==> src/rtl/ax309_hex_scan.sv <==
// Six-digit multiplexed seven-segment driver for the AX309 board (active-low outputs).
// Optional HEX_SCAN_DECODE_EN adds per-digit hex-glyph decoding selected by ctrl[2+k].
module ax309_hex_scan #(
  parameter int CLK_HZ    = 50000000,
  parameter int SCAN_US   = 1000,
  parameter int BLANK_CLK = 64,
  parameter int NDIG      = 6
) (
  input  logic       clk,
  input  logic       rst_n,
  input  logic       wr_stb,
  input  logic [2:0] wr_adr,
  input  logic [7:0] wr_dat,
  output logic [7:0] seg_n,
  output logic [5:0] dig_n,
  output logic       frame
);
  localparam int ON_CLK  = (CLK_HZ / 1000000) * SCAN_US;
  localparam int CNT_MAX = (ON_CLK > BLANK_CLK) ? ON_CLK : BLANK_CLK;
  localparam int CW      = $clog2(CNT_MAX + 1);

  typedef enum logic {BLANK, ON} state_t;

  state_t        state;
  logic [CW-1:0] cnt;
  logic [2:0]    idx;
  logic [7:0]    dig_q [NDIG];
  logic [7:0]    ctrl;
  logic [7:0]    cur;
  logic          dec_k;
  logic [7:0]    lit;

  always_ff @(posedge clk) begin
    if (!rst_n) begin
      for (int k = 0; k < NDIG; k++) dig_q[k] <= 8'h00;
      ctrl <= 8'h01;
    end else if (wr_stb) begin
      if (wr_adr == 3'd6) ctrl <= wr_dat;
      for (int k = 0; k < NDIG; k++)
        if (wr_adr == 3'(k)) dig_q[k] <= wr_dat;
    end
  end

  always_comb begin
    cur   = 8'h00;
    dec_k = 1'b0;
    for (int k = 0; k < NDIG; k++)
      if (idx == 3'(k)) begin
        cur   = dig_q[k];
        dec_k = ctrl[2+k];
      end
  end

`ifdef HEX_SCAN_DECODE_EN
  function automatic logic [6:0] glyph(input logic [3:0] h);
    case (h)
      4'h0: glyph = 7'h3F; 4'h1: glyph = 7'h06; 4'h2: glyph = 7'h5B; 4'h3: glyph = 7'h4F;
      4'h4: glyph = 7'h66; 4'h5: glyph = 7'h6D; 4'h6: glyph = 7'h7D; 4'h7: glyph = 7'h07;
      4'h8: glyph = 7'h7F; 4'h9: glyph = 7'h6F; 4'hA: glyph = 7'h77; 4'hB: glyph = 7'h7C;
      4'hC: glyph = 7'h39; 4'hD: glyph = 7'h5E; 4'hE: glyph = 7'h79; default: glyph = 7'h71;
    endcase
  endfunction

  // Decoding at display time lets a ctrl toggle re-render already stored data.
  assign lit = dec_k ? {cur[7], glyph(cur[3:0])} : cur;
`else
  logic unused_ctrl;
  assign unused_ctrl = ^{ctrl[7:1], dec_k};
  assign lit = cur;
`endif

  // Outputs are registered from the current phase, so every change lands one clock later.
  always_ff @(posedge clk) begin
    if (!rst_n) begin
      state <= BLANK;
      cnt   <= '0;
      idx   <= 3'(NDIG - 1);
      seg_n <= 8'hFF;
      dig_n <= 6'h3F;
      frame <= 1'b0;
    end else begin
      seg_n <= 8'hFF;
      dig_n <= 6'h3F;
      frame <= 1'b0;
      if (state == ON && ctrl[0]) begin
        seg_n <= ~lit;
        dig_n <= ~(6'b000001 << idx);
      end
      case (state)
        BLANK: begin
          if (cnt == '0) begin
            state <= ON;
            cnt   <= CW'(ON_CLK - 1);
          end else cnt <= cnt - CW'(1);
        end
        ON: begin
          if (cnt == '0) begin
            state <= BLANK;
            cnt   <= CW'(BLANK_CLK - 1);
            frame <= (idx == 3'd0);
            idx   <= (idx == 3'd0) ? 3'(NDIG - 1) : idx - 3'd1;
          end else cnt <= cnt - CW'(1);
        end
        default: state <= BLANK;
      endcase
    end
  end
endmodule

==> config.mk <==
export PLATFORM = sky130hd
export DESIGN_NAME = ax309_hex_scan
export DESIGN_NICKNAME = d
export VERILOG_FILES = /design/src/rtl/ax309_hex_scan.sv
export SDC_FILE = /design/constraint.sdc
export NUM_CORES = 1
export LEC_CHECK = 0
export CAP_MARGIN = 20
export CORE_MARGIN = 4
export CORE_UTILIZATION = 50
export DETAILED_ROUTE_END_ITERATION = 12
export PLACE_DENSITY = 0.7
export RECOVER_POWER = 50
export SLEW_MARGIN = 20
export SYNTH_ARGS = -nofsm -noshare
export SYNTH_HDL_FRONTEND = slang
export SYNTH_SLANG_ARGS = --single-unit
export TNS_END_PERCENT = 50
==> constraint.sdc <==
create_clock -name clk -period 2.9 [get_ports clk]
set_input_delay 0.29 -clock clk [delete_from_list [all_inputs] [get_ports clk]]
set_output_delay 0.29 -clock clk [all_outputs]
set_load 0.03 [all_outputs]
# Word level (Yosys, flattened, before mapping)
# Memories as Yosys holds them, arrays and structs flattened.
# Index checks and enable logic that the tools add are counted.
[op_classes] addsub=2 mul=0 div=0 order_cmp=0 n_eq_ne=11 n_shift=1 mux=44 n_bitwise=9 reduce_logical=8
[ops] op="8-bit 2-to-1 mux" count=12
[ops] op="16-bit 2-to-1 mux" count=2
[ops] op="16-bit case mux with 2 select lines" count=1
[ops] op="1-bit 2-to-1 mux" count=27
[ops] op="16-bit logical NOT" count=1
[ops] op="16-bit by 1-bit subtractor with 16-bit output (second input constant)" count=1
[ops] op="3-bit == test (second input constant)" count=5
[ops] op="3-bit by 2-bit == test with 1-bit output (second input constant)" count=4
[ops] op="8-bit NOT" count=1
[ops] op="3-bit by 1-bit == test with 1-bit output (second input constant)" count=2
[ops] op="3-bit logical NOT" count=2
[ops] op="6-bit NOT" count=1
[ops] op="1-bit OR" count=6
[ops] op="2-bit AND reduction" count=3
[ops] op="1-bit by 3-bit << shifter with 6-bit output (first input constant)" count=1
[ops] op="3-bit 2-to-1 mux" count=1
[ops] op="3-bit AND reduction" count=1
[ops] op="3-bit by 1-bit subtractor with 3-bit output (second input constant)" count=1
[ops] op="1-bit case mux with 2 select lines" count=1
[ops] op="1-bit logical AND" count=1
[ops] op="1-bit NOT" count=1
[totals] register_bits=36 latch_bits=0 mem_bits_rw=48 rom_bits=0 in_bits=14 word_cells=83 memories=1
[memory_table] memory="dig_q" words=6 word_bits=8 rd=6 rd_ports_with_merged_regs=0 wr=6 line_no="27" text="logic [7:0] dig_q [NDIG];"

# Depth between registers and ports, before layout
# Gate-level depths: netlist (run 1).
[depth] ltp_word=8 ltp_mapped=11

# Worst setup path after synthesis (run 1)
# OpenSTA, ideal clock, no wires.
[synth_path] path_kind="reg-to-reg" startpoint="register cnt[8]" endpoint="register idx[2]" t_arrival_ps=1772 required_ps=2774 setup_slack_ps=1003 stages_incl_launch_ff=10 n_path_buf=1 period_less_slack_ps=1897 path_cell_list="dfxtp_1 -> nor4_2 -> nand4_1 -> buf_2 -> inv_1 -> ha_1 -> nand2b_1 -> nor2_1 -> xnor2_1 -> nand2_1"
[synth_between] elab_chain_cells=2
[synth_lines] element="from (decl)" line_no="25" text="logic [CW-1:0] cnt;"
[synth_lines] element="from (signal assigned)" line_no="93" text="cnt <= CW'(ON_CLK - 1);"
[synth_lines] element="from (signal assigned)" line_no="94" text="end else cnt <= cnt - CW'(1);"
[synth_lines] element="from (signal assigned)" line_no="99" text="cnt <= CW'(BLANK_CLK - 1);"
[synth_lines] element="16-bit logical NOT" line_no="97" text="if (cnt == '0) begin"
[synth_lines] element="2-bit AND reduction (no line)"
[synth_lines] element="to (signal assigned)" line_no="77" text="idx <= 3'(NDIG - 1);"
[synth_lines] element="to (signal assigned)" line_no="101" text="idx <= (idx == 3'd0) ? 3'(NDIG - 1) : idx - 3'd1;"
[synth_lines] element="to (decl)" line_no="26" text="logic [2:0] idx;"
# Every way passes these cells.
# A chain may end at the register's enable or synchronous reset.

# Worst setup path in the final report (run 1)
[layout_path] startpoint="register cnt[9]" endpoint="register idx[2]"
# Same word-level chain as after synthesis.

==> results of run 1 <==
-- report_power, final --
group	internal [mW]	total [mW]	switching [mW]	leakage, nW
Clock	0.427	0.816	0.388	0.106
Combinational	0.279	0.636	0.357	0.711
Sequential	1.40	1.51	0.110	0.758
-- cells in the final DEF (no fill, tap or decap), drive strengths merged, types with 3 or more instances in the layout --
master         Yosys  layout
ha                 3       3
xnor2              3       3
clkbuf             7      19
nor3               6       6
nand4              4       4
xor2               8       8
o21ai              9       9
inv               14      14
and2              49      49
a21oi              4       4
a21boi             4       4
dfxtp             36      36
clkdlybuf4s50      0      25
edfxtp            48      48
nand3              6       6
nor2              19      19
dlygate4sd3        0       3
nand2b             4       4
o22ai              8       8
nand3b             5       5
clkinv             0       3
nor2b              3       3
mux2i              9       9
nand2             23      23
mux4               8       8
-- sequential cells by signal, indices dropped and copies added (netlist names) --
| name | cells |
|---|---|
| dig_q | 48 |
| cnt | 16 |
| seg_n | 8 |
| dig_n | 6 |
| idx | 3 |
| ctrl | 1 |
| frame | 1 |
| state | 1 |
-- per-layer routing --
layer,wire length (µm),vias to the layer above,track usage [%]
li1,-,1118,-
met1,2930,1038,21.7
met2,2900,58,24.5
met3,308,7,3.74
met4,68,0,5.94
met5,0,-,0
-- layout make-up --
type	instances	area share (%)
clock buffer	12	3.55
clock inverter	4	1.17
inverter	14	1.27
multi-input combinational	188	31.3
sequential	84	52.0
tap	96	2.89
timing repair buffer	37	7.74
-- kinds of logic after synthesis --
group	after synthesis
and+or+nand+nor	126
DFF	84
AOI/OAI and AO/OA	31
buffers and inverters	25
muxes	17
xor gates and xnor gates	11
adders and majority gates	3
-- worst max-delay path by stage --
| stage | from | end | slack, ns | cells after the start |
|---|---|---|---|---|
| floorplan | cnt[8] | idx[2] | 1.00 | 9 |
| global placement | rst_n | dig_n[5] | 0.99 | 4 |
| detailed placement | rst_n | dig_n[5] | 0.95 | 4 |
| CTS | cnt[9] | idx[1] | 1.02 | 8 |
| global route | cnt[0] | idx[1] | 0.80 | 10 |
| finish | cnt[9] | idx[2] | 0.99 | 8 |
-- per-stage QoR --
step / power [mW] / setup slack (ns) / util, % / std cells / hold slack, ns
CTS: 3.00 / 1.02 / 60.9 / 435 / 0.493
global placement: 2.17 / 0.987 / 58.0 / 419 / 0.480
global route: 3.15 / 0.797 / 60.5 / 435 / 0.516
detailed placement: 2.18 / 0.953 / 58.0 / 419 / 0.481
floorplan: 2.00 / 1.00 / - / 297 / 0.415
finish: 2.97 / 0.994 / 60.5 / 435 / 0.493
-- worst reg2reg max path, stage by stage (launching register included) --
cell and delay, ns:
dfxtp_1 0.35, nor4_2 0.50, nand4_1 0.21, inv_1 0.10, ha_1 0.16, nand2b_1 0.10
nor2_1 0.18, xnor2_1 0.14, nand2_1 0.06
==> results by group, run 1 <==
Cells and area
  • Area of the multi-input gates: between 1000 and 1500 µm²
  • Nets@finish: 351
  • Area growth, synth to finish: 16.6%
  • Register area: ~2200 µm²
  • Share of cells above drive strength 1: approximately 8.6%
  • Ant. Diodes: 0
  • Fill cells: 571
  • Post-route cell area: approximately 4200 µm²

Synthesis
  • Synth Register Bits: 84
  • Post-Syn Instances: ~300
  • Post-synth cell types: 36
  • Ranking of synthesized cells by area: edfxtp_1 (40%), dfxtp_1 (20%), and2_1 (8.6%), mux4_2 (5.1%), mux2i_1 (2.5%)
  • Mapped Area: between 3000 and 4000 µm²
  • Post-synthesis compound-gate area fraction: under 10%
  • Number of synthesized flops with an enable pin: 48
  • Main combinational cell family by area after synthesis: simple AND/OR/NAND/NOR gates
  • Avg Inst Size Synth: between 10 and 15 µm²
  • Post-synth ARST share: 0%
  • Most area-hungry cell type in the Yosys netlist: edfxtp_1
  • Sequential element share of the synthesized area: about three fifths
  • Top-area cell type share of the netlist area: roughly two fifths
  • Top cells by count, synth: and2_1 (49), edfxtp_1 (48), dfxtp_1 (36)
  • Most common cell in the netlist: and2_1
  • Mapped Nets: about 310
  • Primary FF master, synth: edfxtp_1
  • Yosys warnings: 0
  • Simple-Gate Fraction of Synth Area: between 15 and 20%
  • Post-synthesis xor/xnor area fraction: approximately 2.7%
  • Mux cell area share after synthesis: about 7.6%
  • Post-Synth Adder-Cell Area: 1.05%

CTS
  • Worst skew pair latency: 0.34 ns
  • Max Buffers Root-to-Sink: 2
  • Clk slew on worst S/H paths: around 0.080 ns
  • CTS H-tree lvls: 3
  • # Post-CTS Setup Buffers: 0
  • TritonCTS clock tree: yes
  • Post-CTS Hold Buffers: 0
  • CTS sink count: between 80 and 90
  • CTS resizes: 0
  • Root Buffer: clkbuf_8
  • CTS buffer count: 9

Setup path
  • Worst endpoint data arrival time: 2.13 ns
  • Worst endpoint required time: about 3.1 ns
  • CP Max Fanout: 5
  • Slowest Stage Delay on Critical Path: ~0.5 ns
  • Type of origin of the critical path: flip-flop
  • Worst R2R Start: cnt[9]
  • Setup crit end kind: flip-flop
  • Crit Path Category: reg2reg
  • Buf/Inv on CP: 1
  • Worst-path cell chain: nor4_2 -> nand4_1 -> inv_1 -> ha_1 -> nand2b_1 -> nor2_1 -> xnor2_1 -> nand2_1
  • Critical-path top delay cell: nor4_2
  • Reg-to-Reg End: idx[2]
  • Top delay family on crit path: simple AND/OR/NAND/NOR gates
  • Worst Reg-to-Reg Cells: 8
  • Register-to-register setup slack: between 0.9 and 1 ns

Min path
  • Worst Hold Path EP: cnt[14]
  • Worst min-delay path startpoint: cnt[14]
  • Hold path depth: 2
  • Class of the worst hold path: reg2reg

Status
  • Status: completed

Global route
  • Global Route Usage Sum: between 10% and 20%
  • Vias in the first global route: ~2100
  • Global-route wire length before repair: approximately 10000 µm
  • Largest net degree at the start of global routing: 20
  • Initial antenna violation count: 0
  • Total gr overflow: 0

Route
  • Initial DRC count: about 110
  • Total number of vias: between 2000 and 2500
  • Routed len/inst: between 10 and 15 µm
  • TritonRoute pass-1 iters: 4
  • Routed Antenna Nets: 0
  • DRC viols: 0
  • Final wirelength: a little over 6000 µm
  • Via-per-instance ratio: about 5.1

Floorplanning
  • Die area: roughly 8500 µm²
  • Top Ports: 29
  • Initial Util: around half
  • Row count: 30
  • Die Width: about 90 µm
  • Die Ht: ~90 µm
  • Core area: ~7000 µm²

Place
  • GP Congestion: roughly 0.77
  • Area after DPL: 3980 µm²
  • Half-perimeter wire length after detailed placement: roughly 4400 µm
  • Port bufs: 28

STA
  • Final count of negative-setup-slack endpoints: 0
  • Period minus WS final: roughly 1.9 ns
  • Clock skew: 0.0104 ns
  • Slew headroom: a little under three fifths
  • Period utilization: roughly two thirds
  • Least-Margin Pin Slew: between 0.6 and 0.7 ns
  • Final Slew Violations: 0
  • RSZ-0062 raised after global routing: false
  • Setup TNS: 0 ns
  • Hold Vio Cnt, Final: 0
  • Highest clock rate: around 520 MHz

Job
  • Max-Cap Viols: 0

Pwr
  • Pwr/cell area: ~710 nW/µm²
  • Peak supply drop: 0.000300 V
  • Pleak: between 1.5 and 2 nW
No activity file was read; power rests on OpenSTA's default activity.
==> run 2: changes to the inputs <==
PLACE_DENSITY = 0.73   (was 0.7)
clock period = 1.56 ns   (was 2.9 ns; I/O delays follow)
==> run 2 against run 1 <==
Against the previous run:
- the flow now finishes with violations (negative setup slack)
- combinational power grew to 2.5 times the previous value
- count of clock-buffer cells in the layout fell by 3
- worst hold slack better by 0.024 ns
- utilization grew 5.2 points
- highest routed layer unchanged
==> results by group, run 2 (synthesized netlist as in run 1, its figures left out) <==
Status
  • Status: finished, violations left
  • Violated checks: negative setup slack

Setup path
  • Crit. Startpoint: cnt[1]
  • Worst endpoint required time: 1.80 ns (-1.32 ns)
  • Reg-to-Reg End: idx[2]
  • Worst setup path end: idx[2]
  • Worst endpoint data arrival time: 1.81 ns (-0.32 ns)
  • Crit Path Category: reg2reg
  • Worst Reg-to-Reg Cells: 10 (+2)
  • CP Max Fanout: 2 (-3)
  • Register-to-register setup slack: -0.009 ns (-1.00 ns)
  • Worst R2R Start: cnt[1]
  • Setup crit end kind: flip-flop
  • Type of origin of the critical path: flip-flop

CTS
  • Post-CTS Hold Buffers: 0 (unchanged)
  • Worst skew pair latency: 0.35 ns (about the same)
  • Clk slew on worst S/H paths: 0.08 ns (about the same)
  • TritonCTS clock tree: yes
  • CTS H-tree lvls: 3 (unchanged)
  • Root Buffer: clkbuf_8
  • Max Buffers Root-to-Sink: 2 (unchanged)
  • CTS buffer count: 9 (unchanged)
  • CTS sink count: 84 (unchanged)

STA
  • Setup TNS: -0.0140 ns (-0.0140 ns)
  • Highest clock rate: 637 MHz (+21%)
  • Slew headroom: 68.2% (+11 points)
  • RSZ-0062 raised after global routing: true
  • Final Slew Violations: 0 (unchanged)
  • Period minus WS final: 1.57 ns (-0.337 ns)
  • Period utilization: 101% (+35 points)
  • Hold Vio Cnt, Final: 0 (unchanged)
  • Clock skew: 0.00597 ns (-0.00446 ns)
  • Final count of negative-setup-slack endpoints: 2 (+2)
  • Least-Margin Pin Slew: 0.476 ns (-0.165 ns)
  • PnR worst setup slack: -0.00910 ns (-1.00 ns)

Route
  • TritonRoute pass-1 iters: 4 (unchanged)
  • Initial DRC count: 147 (+29%)
  • Routed Antenna Nets: 0 (unchanged)
  • DRC viols: 0 (unchanged)
  • Via-per-instance ratio: 5.07 (-0.67%)
  • Routed len/inst: 14.1 µm (-1.4%)
  • Final wirelength: 6480 µm (+4.3%)
  • Total number of vias: 2333 (+5.0%)

Cells and area
  • Commonest non-fill, non-tap cell in the layout: edfxtp_1
  • Post-route cell area: 4510 µm² (+8.5%)
  • Ant. Diodes: 0 (unchanged)
  • Fin cells: 460 (+5.7%)
  • Area growth, synth to finish: 26.6%
  • Biggest register: dig_q
  • Most frequent cells in the layout: edfxtp_1 (48), dfxtp_1 (33), and2_1 (27), clkdlybuf4s50_1 (26), buf_4 (25)
  • Nets@finish: 376 (+7.1%)
  • Fin util: 65.6% (+5.2 points)
  • Regs by FF count: dig_q x48, cnt x16, seg_n x8
  • Share of cells above drive strength 1: 20.1% (+12 points)
  • Max reg flops: 48 (unchanged)

Floorplanning
  • Core area: 6870 µm² (unchanged)
  • Top Ports: 29 (unchanged)
  • Die Ht: 92.4 µm (unchanged)
  • Die area: 8540 µm² (unchanged)
  • Die Width: 92.4 µm (unchanged)
  • Row count: 30 (unchanged)
  • Initial Util: 51.9% (unchanged)

Global route
  • Vias in the first global route: 2218 (+5.9%)
  • Total gr overflow: 0 (unchanged)
  • Initial antenna violation count: 0 (unchanged)
  • Global-route wire length before repair: 11000 µm (+5.1%)
  • Global Route Usage Sum: 16.6% (+0.81 points)
  • Largest net degree at the start of global routing: 19 (-5.0%)

Place
  • Port bufs: 28 (unchanged)
  • Half-perimeter wire length after detailed placement: 4710 µm (+7.5%)
  • GP Congestion: 0.786 (+2.0%)
  • Area after DPL: 4210 µm² (+5.6%)
  • Placed cells: 441 (+5.3%)

Min path
  • Class of the worst hold path: reg2reg
  • Hold path depth: 2 (unchanged)

Pwr
  • Pleak: 1.74 nW (+11%)
  • Tot Pwr: 6.30 mW (+110%)
  • Pwr/cell area: 1400 nW/µm² (+96%)
  • Peak supply drop: 0.000608 V (+100%)

Job
  • Max-Cap Viols: 0 (unchanged)
==> run 2: layout make-up <==
| class | instances | area (µm²) |
|---|---|---|
| clock inverters | 7 | 123 |
| clock buffers | 9 | 124 |
| repair buffers | 62 | 537 |
| flip-flops and latches | 84 | 2170 |
| inverters | 14 | 52.6 |
| well taps | 96 | 120 |
| multi-input cells | 188 | 1390 |
| fillers | 513 | 2360 |
==> run 2: what timing repair did <==
item / 4_1_cts / 5_1_grt
pin swaps: 5 / 1
endpoints found under the setup margin: 7 / 10
buffers inserted: 2 / 1
gates resized for setup: 8 / 5
==> run 2: per-stage QoR <==
stage,hold WS (ns),setup WS (ns)
6_report,0.517,-0.00910
5_1_grt,0.563,-0.128
4_1_cts,0.525,-0.0130
3_5_place_dp,0.501,-0.0796
3_3_place_gp,0.472,-0.0558
2_1_floorplan,0.281,-0.209
==> run 2: how the worst min path moves through the flow <==
stage                    to       from  slack (ns)
floorplan           ctrl[0]  wr_dat[0]        0.28
global placement    ctrl[0]    ctrl[0]        0.47
detailed placement  cnt[14]    cnt[14]        0.50
CTS                 ctrl[0]    ctrl[0]        0.53
global route        cnt[14]    cnt[14]        0.56
finish              ctrl[0]    ctrl[0]        0.52
==> run 2: worst max-delay path, stage by stage, from the launching register on <==
cell      delay (ns)
dfxtp_2         0.33
inv_2           0.07
ha_4            0.13
nor4b_4         0.18
nand4_1         0.19
inv_2           0.11
ha_4            0.14
nand2b_4        0.06
nor2_4          0.09
xnor2_1         0.12
nand2_1         0.06
==> run 2: power breakdown <==
group	leakage (nW)	switching, mW	total, mW	internal, mW
Combinational	0.861	0.787	1.60	0.816
Sequential	0.759	0.210	2.83	2.62
Clock	0.123	0.795	1.87	1.08
==> run 2: metal layers <==
| layer | vias to the layer above | routed length (µm) | GRT usage, % |
|---|---|---|---|
| met2 | 50 | 3040 | 25.4 |
| li1 | 1166 | - | - |
| met5 | - | 0 | 0 |
| met3 | 4 | 310 | 3.90 |
| met1 | 1113 | 3070 | 23.1 |
| met4 | 0 | 62 | 6.19 |
==> run 3: changes to the inputs <==
CTS_CLUSTER_DIAMETER = 150   (was not set)
==> results of run 3 <==
The final DEF is identical to that of run 2; final timing and power are the same.
